`src/rtl/f1_reaction_timer.sv`:
```
// F1 start-light reaction timer: arms on a full light build-up, then measures
// press latency after lights-out in prescaled ticks, flagging jump starts and timeouts.
module f1_reaction_timer #(
    parameter int CLK_PER_TICK = 1000,
    parameter int CNT_W        = 16,
    parameter int TIMEOUT      = 9999
) (
    input  logic             clk,
    input  logic             rst,
    input  logic [7:0]       lights_in,
    input  logic             btn,
    output logic [CNT_W-1:0] result,
    output logic             valid,
    output logic             jump_start,
    output logic             timeout,
    output logic             busy
);

    localparam int               PRE_W       = (CLK_PER_TICK > 1) ? $clog2(CLK_PER_TICK) : 1;
    localparam logic [PRE_W-1:0] PRE_LAST    = PRE_W'(CLK_PER_TICK - 1);
    localparam logic [CNT_W-1:0] CNT_TIMEOUT = CNT_W'(TIMEOUT);
    localparam logic [7:0]       LIGHTS_FIRST = 8'h01;
    localparam logic [7:0]       LIGHTS_ALL   = 8'hFF;
    localparam logic [7:0]       LIGHTS_OUT   = 8'h00;

    typedef enum logic [2:0] {
        ST_IDLE   = 3'd0,
        ST_ARMING = 3'd1,
        ST_ALL_ON = 3'd2,
        ST_TIMING = 3'd3,
        ST_DONE   = 3'd4
    } state_t;

    state_t           state_r, state_next_s;
    logic             btn_q_r;
    logic [PRE_W-1:0] presc_r, presc_next_s;
    logic [CNT_W-1:0] count_r, count_next_s;
    logic [CNT_W-1:0] result_r, result_next_s;
    logic             valid_r, valid_next_s;
    logic             jump_r, jump_next_s;
    logic             timeout_r, timeout_next_s;
    logic             busy_r;
    logic             press_s;

    assign press_s = btn & ~btn_q_r;

    // Next-state and datapath update; every register holds unless a transition says otherwise.
    always_comb begin
        state_next_s   = state_r;
        presc_next_s   = presc_r;
        count_next_s   = count_r;
        result_next_s  = result_r;
        valid_next_s   = 1'b0;
        jump_next_s    = jump_r;
        timeout_next_s = timeout_r;
        case (state_r)
            ST_IDLE: begin
                if (lights_in == LIGHTS_FIRST) begin
                    state_next_s = ST_ARMING;
                end else begin
                    state_next_s = ST_IDLE;
                end
            end
            ST_ARMING: begin
                if (press_s) begin
                    state_next_s = ST_DONE;
                    jump_next_s  = 1'b1;
                end else if (lights_in == LIGHTS_ALL) begin
                    state_next_s = ST_ALL_ON;
                end else if (lights_in == LIGHTS_OUT) begin
                    state_next_s = ST_IDLE;
                end else begin
                    state_next_s = ST_ARMING;
                end
            end
            ST_ALL_ON: begin
                if (press_s) begin
                    state_next_s = ST_DONE;
                    jump_next_s  = 1'b1;
                end else if (lights_in == LIGHTS_OUT) begin
                    state_next_s = ST_TIMING;
                    presc_next_s = {PRE_W{1'b0}};
                    count_next_s = {CNT_W{1'b0}};
                end else begin
                    state_next_s = ST_ALL_ON;
                end
            end
            ST_TIMING: begin
                // A press wins over a same-cycle tick, so the pre-increment count is reported.
                if (press_s && (count_r < CNT_TIMEOUT)) begin
                    state_next_s  = ST_DONE;
                    result_next_s = count_r;
                    valid_next_s  = 1'b1;
                end else if (count_r == CNT_TIMEOUT) begin
                    state_next_s   = ST_DONE;
                    result_next_s  = CNT_TIMEOUT;
                    timeout_next_s = 1'b1;
                end else if (presc_r == PRE_LAST) begin
                    presc_next_s = {PRE_W{1'b0}};
                    count_next_s = count_r + CNT_W'(1);
                end else begin
                    presc_next_s = presc_r + PRE_W'(1);
                end
            end
            ST_DONE: begin
                if (lights_in == LIGHTS_FIRST) begin
                    state_next_s   = ST_ARMING;
                    jump_next_s    = 1'b0;
                    timeout_next_s = 1'b0;
                    result_next_s  = {CNT_W{1'b0}};
                end else begin
                    state_next_s = ST_DONE;
                end
            end
            default: begin
                state_next_s = ST_IDLE;
            end
        endcase
    end

    // State, datapath and registered outputs with synchronous reset.
    always_ff @(posedge clk) begin
        if (rst) begin
            state_r   <= ST_IDLE;
            btn_q_r   <= 1'b0;
            presc_r   <= {PRE_W{1'b0}};
            count_r   <= {CNT_W{1'b0}};
            result_r  <= {CNT_W{1'b0}};
            valid_r   <= 1'b0;
            jump_r    <= 1'b0;
            timeout_r <= 1'b0;
            busy_r    <= 1'b0;
        end else begin
            state_r   <= state_next_s;
            btn_q_r   <= btn;
            presc_r   <= presc_next_s;
            count_r   <= count_next_s;
            result_r  <= result_next_s;
            valid_r   <= valid_next_s;
            jump_r    <= jump_next_s;
            timeout_r <= timeout_next_s;
            busy_r    <= (state_next_s == ST_TIMING);
        end
    end

    assign result     = result_r;
    assign valid      = valid_r;
    assign jump_start = jump_r;
    assign timeout    = timeout_r;
    assign busy       = busy_r;

endmodule

```
`config.mk`:
```
export PLATFORM = sky130hd
export DESIGN_NAME = f1_reaction_timer
export DESIGN_NICKNAME = d
export VERILOG_FILES = /design/src/rtl/f1_reaction_timer.sv
export SDC_FILE = /design/constraint.sdc
export NUM_CORES = 1
export LEC_CHECK = 0
export ABC_AREA = 1
export CORE_ASPECT_RATIO = 0.5
export CORE_MARGIN = 2
export CORE_UTILIZATION = 50
export DETAILED_ROUTE_END_ITERATION = 10
export PLACE_DENSITY = 0.7
export SYNTH_ARGS = -nofsm -noshare
export SYNTH_HDL_FRONTEND = slang
export SYNTH_SLANG_ARGS = --single-unit
```
`constraint.sdc`:
```
create_clock -name clk -period 1.8 [get_ports clk]
set_input_delay 0.27 -clock clk [delete_from_list [all_inputs] [get_ports clk]]
set_output_delay 0.27 -clock clk [all_outputs]
set_load 0.05 [all_outputs]
```
==> results_dict.tcl, run 1 <==
set metrics [dict create \
    hp-class "register to register" \
    worst_clock_skew_ns 0.00717 \
    vias 2985 \
    nets 492 \
    slowest_delay_ns 0.35 \
    endpoint_kind "register" \
    place_congestion 0.924 \
    dp_hpwl_um 5630 \
    peakVddDrop_mv 0.338 \
    clockBufferDepth 2 \
    postRouteAntennaNets 0 \
    port_buffers 30 \
    postCtsHoldBufs 0 \
    finalNonFillerCells 553 \
    wire_per_inst_um 14.5 \
    synth.cell_area_sq_mm 0.00302 \
    drt_iter0_markers 315 \
    io_pins 31 \
    diodes 0 \
    cts_root_buffer "clkbuf_16" \
    yosysSeqAreaShare 0.332 \
    min_period_ns 1.73 \
    critPathSlowestCell "dfxtp_1" \
    die_w_um 114 \
    final-hold-violation-count 0 \
    slew_headroom 0.651 \
    setup_slack_ns 0.0669 \
    path_class "register to register" \
    die_area_sq_mm 0.00671 \
    worst_pin_slew_ns 0.521 \
    dp_cells 541 \
    grt_overflow 0 \
    postSynthAreaPerCell_sq_um 7.08 \
    place_ws_ns -0.269 \
    power.density_mw_per_mm2 598 \
    first_pass_iters 5 \
    syn_to_final_growth_pct 25.4 \
    synthCells 426 \
    synth_top_family_by_area "simple AND/OR/NAND/NOR gates" \
    synth_mux_area_frac 0 \
    clkLatencyLatePin_ns 0.29 \
    clk_pin_slew_worst_paths_ns 0.07 \
    syn_nets 439 \
    initial_core_util 0.533 \
    startpoint_type "register" \
    route.final.wire_length_um 8020 \
    synth_compound_area_frac 0.155 \
    yosys_warnings 0 \
    cts_made_buffers 5 \
    p_leak_nw 1.32 \
    slew_violations 0 \
    antenna_found_initial 0 \
    dpl-instance-area_sq_mm 0.00351 \
    run_status "finished clean" \
    critPathArrivalTime_ns 1.90 \
    routed_via_density 5.40 \
    setup_viol 0 \
    rows 19 \
    maxCapViolCount 0 \
    synth_top_area_share 0.332 \
    yosysUniqueCellTypes 36 \
    crit_fanout 8 \
    grt_pass1_wl_um 13500 \
    cp_num_buf_inv 1 \
    cp.required_ns 1.96 \
    design_area_sq_mm 0.00378 \
    layout-drive-gt1-share 0.233 \
    core_area_sq_mm 0.00566 \
    path_cells "ha_1 > nand3_2 > nand3_1 > nand3_2 > nand3_4 > buf_4 > nand4_4 > nand2_1 > a21oi_2" \
    drt_drc_violations_left 0 \
    htree_levels 2 \
    grt_usage 0.258 \
    yosys.area_share.adder 0.00830 \
    clock.fmax_mhz 577 \
    cp_top_family "simple AND/OR/NAND/NOR gates" \
    fin_crit_sh 0.963 \
    clock-sinks 50 \
    ys_ff_latch 50 \
    first_global_vias 2893 \
    synthSimpleGateAreaFrac 0.405 \
    cpMostUsedCell "nand3_2" \
    synthXorXnorAreaFrac 0.0261 \
    grt_max_degree 30 \
    cts_tree "yes" \
    synth_area_leaders "dfxtp_1 (33%), nand2_1 (11%), nor2_1 (8.8%)" \
    die_height_um 58.9 \
    synth_area_leader_cell "dfxtp_1" \
]
path summary, 6_finish.rpt:
path	from	to	slack [ns]	depth (start not counted)
worst max-delay path	count_r[1]	count_r[11]	0.07	9
worst min-delay path	result[15]	result[15]	0.44	2
worst max register to register	count_r[1]	count_r[11]	0.07	9
worst min register to register	result[15]	result[15]	0.44	2
worst min-delay path, delay by kind of cell (launching register included):
kind	cells	cell delay, ns
AND/OR/NAND/NOR	2	0.09
flip-flops	1	0.31
cell type report:
type | instances | area [sq um]
Tap cell | 73 | 91.3
Fill cell | 492 | 1880
Inverter | 32 | 120
Clock inverter | 1 | 30.0
Clock buffer | 7 | 133
Timing Repair Buffer | 60 | 563
Sequential cell | 50 | 1000
Multi-Input combinational cell | 330 | 1840
registers in the layout (all words and copies together), names as in the netlist:
name,flops
count_r,16
result,16
presc_r,10
state_r,3
btn_q_r,1
busy,1
jump_start,1
timeout,1
valid,1
synth_stat cells:
master and number:
a21oi_1 22, a21oi_2 19, a21oi_4 1, a31oi_1 1, and3_1 1, buf_12 1
buf_2 3, buf_4 2, buf_6 1, buf_8 1, clkbuf_1 7, dfxtp_1 50
ha_1 2, inv_1 25, inv_2 7, nand2_1 85, nand2_2 13, nand2_4 3
nand3_1 30, nand3_2 13, nand3_4 2, nand3b_1 1, nand4_1 8, nand4_4 1
nor2_1 71, nor2_2 4, nor2_4 2, nor2_8 1, nor3_1 6, nor3b_1 2
o2111ai_1 1, o21ai_0 26, o21bai_1 4, or2_2 1, xnor2_1 1, xor2_1 8
stage by stage:
stage	hold WS, ns	utilization	total power [mW]	TNS (ns)
finish	0.441	0.668	2.26	0
global route	0.455	0.668	2.33	-0.251
detailed placement	0.428	0.620	1.22	-7.69
global placement	0.427	0.620	1.22	-5.46
floorplan	0.387	-	1.17	0
CTS	0.440	0.658	2.28	0
cell usage in the layout (no fill, tap or decap), types with 3 or more instances in the layout:
cell type and n:
nand2_1 83, nor2_1 69, dfxtp_1 47, nand3_1 30, clkdlybuf4s50_1 30, buf_4 27, inv_1 25, o21ai_0 23
a21oi_1 22, a21oi_2 19, nand2_2 14, nand3_2 13, nand4_1 8, xor2_1 8, inv_2 7, nor2_2 6
nor3_1 6, clkbuf_16 5, o21bai_1 4, nand2_4 3, o21ai_1 3, dfxtp_2 3, buf_12 3
timing repair:
action,CTS,global route
setup buffers,2,1
setup endpoints to repair,3,35
gates resized for setup,1,13
cloned,1,0
kinds of logic (layout without fill, tap and decap cells):
family / after synthesis / in the layout
fa+ha+maj: 2 / 2
compound gates: 74 / 74
xor+xnor: 9 / 9
flops: 50 / 50
buf+inv: 47 / 100
simple gates: 244 / 245
per-layer routing:
| layer | share of wire | up-vias | GRT usage |
|---|---|---|---|
| met5 | 0 | - | 0 |
| met4 | 0.016 | 0 | 0.0871 |
| met3 | 0.072 | 15 | 0.0566 |
| met2 | 0.44 | 102 | 0.428 |
| met1 | 0.48 | 1363 | 0.340 |
| li1 | - | 1505 | - |
power by group:
| group | total (mW) | internal (mW) | switching [mW] | leakage (nW) |
|---|---|---|---|---|
| sequential | 1.11 | 1.11 | 0.000603 | 0.404 |
| clock | 1.06 | 0.657 | 0.404 | 0.0781 |
| combinational | 0.0931 | 0.0428 | 0.0503 | 0.834 |
| total | 2.26 | 1.81 | 0.455 | 1.32 |
Power figures use the tool's default switching activity.
==> run 2: changes to the inputs <==
--- a/config.mk
+++ b/config.mk
@@ -8,9 +8,9 @@
 export ABC_AREA = 1
 export CORE_ASPECT_RATIO = 0.5
 export CORE_MARGIN = 2
-export CORE_UTILIZATION = 50
+export CORE_UTILIZATION = 57
 export DETAILED_ROUTE_END_ITERATION = 10
-export PLACE_DENSITY = 0.7
+export PLACE_DENSITY = 0.78
 export SYNTH_ARGS = -nofsm -noshare
 export SYNTH_HDL_FRONTEND = slang
 export SYNTH_SLANG_ARGS = --single-unit
==> results_dict.tcl, run 2 (synthesis results as in run 1) <==
set metrics [dict create \
    vias 3154 \
    endpoint "result[5]" \
    p_leak_nw 1.29 \
    power.density_mw_per_mm2 535 \
    run_status "finished clean" \
    clkLatencyLatePin_ns 0.31 \
    rows 18 \
    fillerInstances 389 \
    antenna_found_initial 0 \
    utilization 0.746 \
    slew_headroom 0.661 \
    core_area_sq_mm 0.00500 \
    power_mw 2.00 \
    final-hold-violation-count 0 \
    cts_root_buffer "clkbuf_8" \
    layout-drive-gt1-share 0.247 \
    hold_slack_ns 0.447 \
    worst_pin_slew_ns 0.508 \
    port_buffers 30 \
    setup_viol 0 \
    startpoint_type "register" \
    cp.required_ns 1.53 \
    wire_per_inst_um 15.4 \
    critPathArrivalTime_ns 1.47 \
    critPathSlowestCell "clkdlybuf4s50_1" \
    hp-class "register to register" \
    slowest_delay_ns 0.81 \
    reg2reg_slack_ns 0.07 \
    path_cells "clkdlybuf4s50_1" \
    routed_via_density 5.72 \
    place_congestion 0.924 \
    path_class "register to primary output" \
    endpoint_kind "primary output" \
    initial_core_util 0.603 \
    dpl-instance-area_sq_mm 0.00352 \
    nets 493 \
    cts_made_buffers 5 \
    cp_top_family "buffers and inverters" \
    route.final.wire_length_um 8470 \
    cp_num_buf_inv 1 \
    grt_max_degree 30 \
    r2r-end "presc_r[1]" \
    fin_crit_sh 0.965 \
    die_w_um 107 \
    design_area_sq_mm 0.00373 \
    clock.fmax_mhz 576 \
    min_period_ns 1.74 \
    diodes 0 \
    reg2reg_from "count_r[0]" \
    r2r_cells 10 \
    place_ws_ns -0.216 \
    first_pass_iters 5 \
    cp-startpoint "result[5]" \
    slew_violations 0 \
    die_height_um 55.4 \
    grt_usage 0.273 \
    drt_drc_violations_left 0 \
    dp_hpwl_um 5660 \
    final_cell_mix "nand2_1 (83), nor2_1 (66), dfxtp_1 (46)" \
    die_area_sq_mm 0.00592 \
    peakVddDrop_mv 0.313 \
    final_common_cell "nand2_1" \
    post_cts_buffers 0 \
    first_global_vias 2756 \
    clock-sinks 50 \
    setup_slack_ns 0.0637 \
    syn_to_final_growth_pct 23.7 \
    htree_levels 2 \
    grt_pass1_wl_um 12900 \
    drt_iter0_markers 212 \
    crit_fanout 2 \
    worst_clock_skew_ns 0.00587 \
    grt_overflow 0 \
    cts_tree "yes" \
    maxCapViolCount 0 \
    clk_pin_slew_worst_paths_ns 0.09 \
    cp.depth 1 \
    io_pins 31 \
    clockBufferDepth 2 \
    postRouteAntennaNets 0 \
]
run 2: worst min-delay path by stage:
stage | from | end | slack (ns) | cells past startpoint
CTS | result[14] | result[14] | 0.45 | 2
finish | result[14] | result[14] | 0.45 | 2
global placement | result[15] | result[15] | 0.43 | 2
detailed placement | result[14] | result[14] | 0.43 | 2
floorplan | btn | btn_q_r | 0.39 | 2
global route | result[14] | result[14] | 0.48 | 2
run 2: cell type report:
cell class,count,area (sq um),share of cell area
tap,70,87.6,0.0235
sequential,50,1010,0.270
timing repair buffer,59,518,0.139
clock buffer,7,76.3,0.0205
multi-input combinational,332,1890,0.507
clock inverter,1,30.0,0.00805
inverter,32,120,0.0322
run 2: per-layer routing:
layer,GRT usage,vias to the layer above,part of all wire
li1,-,1515,-
met1,0.367,1479,0.44
met2,0.460,142,0.47
met3,0.0579,18,0.088
met4,0.0464,0,0.0077
met5,0,-,0
run 2: where the power goes:
group          internal, mW  switching (mW)  total, mW
logic                0.0409          0.0516     0.0924
clock network         0.417           0.380      0.796
registers              1.11        0.000834       1.11
run 2: repair_timing:
| item | in CTS | in global routing |
|---|---|---|
| pin swaps | 1 | 2 |
| hold endpoints to repair | 0 | 0 |
| endpoints found under the setup margin | 2 | 28 |
| resized for setup | 0 | 19 |
| hold buffers | 0 | 0 |
| cloned | 0 | 3 |
run 2: per-stage QoR:
| step | instances | TNS, ns |
|---|---|---|
| floorplan | 426 | 0 |
| global placement | 540 | -4.31 |
| detailed placement | 540 | -6.02 |
| CTS | 548 | 0 |
| global route | 551 | -0.0431 |
| finish | 551 | 0 |
==> run 3: changes to the inputs <==
--- a/config.mk
+++ b/config.mk
@@ -10,7 +10,7 @@
 export CORE_MARGIN = 2
 export CORE_UTILIZATION = 57
 export DETAILED_ROUTE_END_ITERATION = 10
-export PLACE_DENSITY = 0.78
+export PLACE_DENSITY = 0.8
 export SYNTH_ARGS = -nofsm -noshare
 export SYNTH_HDL_FRONTEND = slang
 export SYNTH_SLANG_ARGS = --single-unit
==> results_dict.tcl, run 3 (synthesis results as in run 1) <==
set metrics [dict create \
    run_status "finished clean" \
    diodes 0 \
    slew_violations 0 \
    nets 494 \
    cp.required_ns 1.53 \
    seqCellArea_sq_mm 0.00101 \
    grt_pass1_wl_um 12600 \
    syn_to_final_growth_pct 24.4 \
    setup_viol 0 \
    worst_clock_skew_ns 0.00991 \
    clk_pin_slew_worst_paths_ns 0.09 \
    clock-sinks 50 \
    fillerInstances 381 \
    dp_hpwl_um 5400 \
    hold_slack_ns 0.442 \
    drt_iter0_markers 309 \
    fin_crit_sh 0.975 \
    rows 18 \
    cp_num_buf_inv 1 \
    final_common_cell "nand2_1" \
    routed_via_density 5.64 \
    cp_top_family "buffers and inverters" \
    utilization 0.750 \
    peakVddDrop_mv 0.307 \
    path_cells "clkdlybuf4s50_1" \
    place_congestion 0.978 \
    maxUsedRoutingLayer "met4" \
    crit_fanout 2 \
    critPathArrivalTime_ns 1.49 \
    initial_core_util 0.603 \
    die_w_um 107 \
    drt-met1-wl_um 3530 \
    die_height_um 55.4 \
    slew_headroom 0.651 \
    cts_made_buffers 5 \
    port_buffers 30 \
    cts_tree "yes" \
    grt_usage 0.265 \
    route.final.wire_length_um 8120 \
    layout-drive-gt1-share 0.247 \
    clkLatencyLatePin_ns 0.31 \
    antenna_found_initial 0 \
    cts_root_buffer "clkbuf_8" \
    core_area_sq_mm 0.00500 \
    drt_drc_violations_left 0 \
    postRouteAntennaNets 0 \
    power.density_mw_per_mm2 532 \
    grt_overflow 0 \
    die_area_sq_mm 0.00592 \
    grt_max_degree 30 \
    wire_per_inst_um 14.7 \
    path_class "register to primary output" \
    multi_input_area_sq_mm 0.00188 \
    critPathSlowestCell "clkdlybuf4s50_1" \
    clockBufferDepth 2 \
    wl_met2_um 3760 \
    final-hold-violation-count 0 \
    vias 3111 \
    endpoint_kind "primary output" \
    setup_tns_ns 0 \
    clock.fmax_mhz 570 \
    maxCapViolCount 0 \
    first_global_vias 2790 \
    p_leak_nw 1.29 \
    final_cell_mix "nand2_1 (82), nor2_1 (68), dfxtp_1 (45)" \
    startpoint_type "register" \
    slowest_delay_ns 0.83 \
    hp-class "register to register" \
    worst_pin_slew_ns 0.522 \
    htree_levels 2 \
    first_pass_iters 5 \
    io_pins 31 \
    routed-wl-met3_um 702 \
    power_mw 2.00 \
    min_period_ns 1.76 \
]
-- run 3: changes by cell type in the layout (fill, tap and decap cells not counted), sizes merged --
cell | previous run | this run
buf | 29 | 31
nor2 | 79 | 78
-- run 3: repair_timing --
action / 4_1_cts / 5_1_grt
cloned: 0 / 2
setup buffers: 4 / 1
hold buffers: 0 / 0
pin swaps: 1 / 1
endpoints found under the hold margin: 0 / 0
resized for setup: 0 / 20
setup endpoints to repair: 1 / 38
-- run 3: worst min-delay path: stages, from the launching register on --
cell and delay, ns:
dfxtp_1 0.32, nand2_1 0.06, nor2_1 0.03
-- run 3: power breakdown --
group	leakage (nW)	internal, mW	switching [mW]
clock	0.0524	0.417	0.376
combinational	0.831	0.0435	0.0523
sequential	0.405	1.11	0.000754
-- run 3: final cells by class --
type	instances	share of cell area
clock inverters	1	0.00801
well taps	70	0.0234
clock buffers	7	0.0204
inverters	32	0.0320
multi-input cells	331	0.502
repair buffers	61	0.145
flip-flops and latches	50	0.269
-- run 3: metal layers --
metal | vias up | GRT usage
met5 | - | 0
met4 | 0 | 0.0816
met3 | 24 | 0.0626
met2 | 143 | 0.436
met1 | 1431 | 0.348
li1 | 1513 | -
-- run 3: metrics by stage --
| stage | worst slack, ns | std cells | cell area (sq um) |
|---|---|---|---|
| after global placement | -0.168 | 537 | 3500 |
| final | 0.0445 | 552 | 3750 |
| after detailed placement | -0.284 | 537 | 3500 |
| after global routing | -0.0647 | 552 | 3750 |
| after floorplan | 0.196 | 426 | 3020 |
| after CTS | 0.0306 | 549 | 3640 |
-- run 3: final timing paths --
path | startpoint | slack (ns) | depth (start not counted) | to
worst max register to register | state_r[2] | 0.05 | 8 | presc_r[1]
worst max-delay path | result[6] | 0.04 | 1 | result[6]
worst min-delay path | result[14] | 0.44 | 2 | result[14]
worst min register to register | result[14] | 0.44 | 2 | result[14]
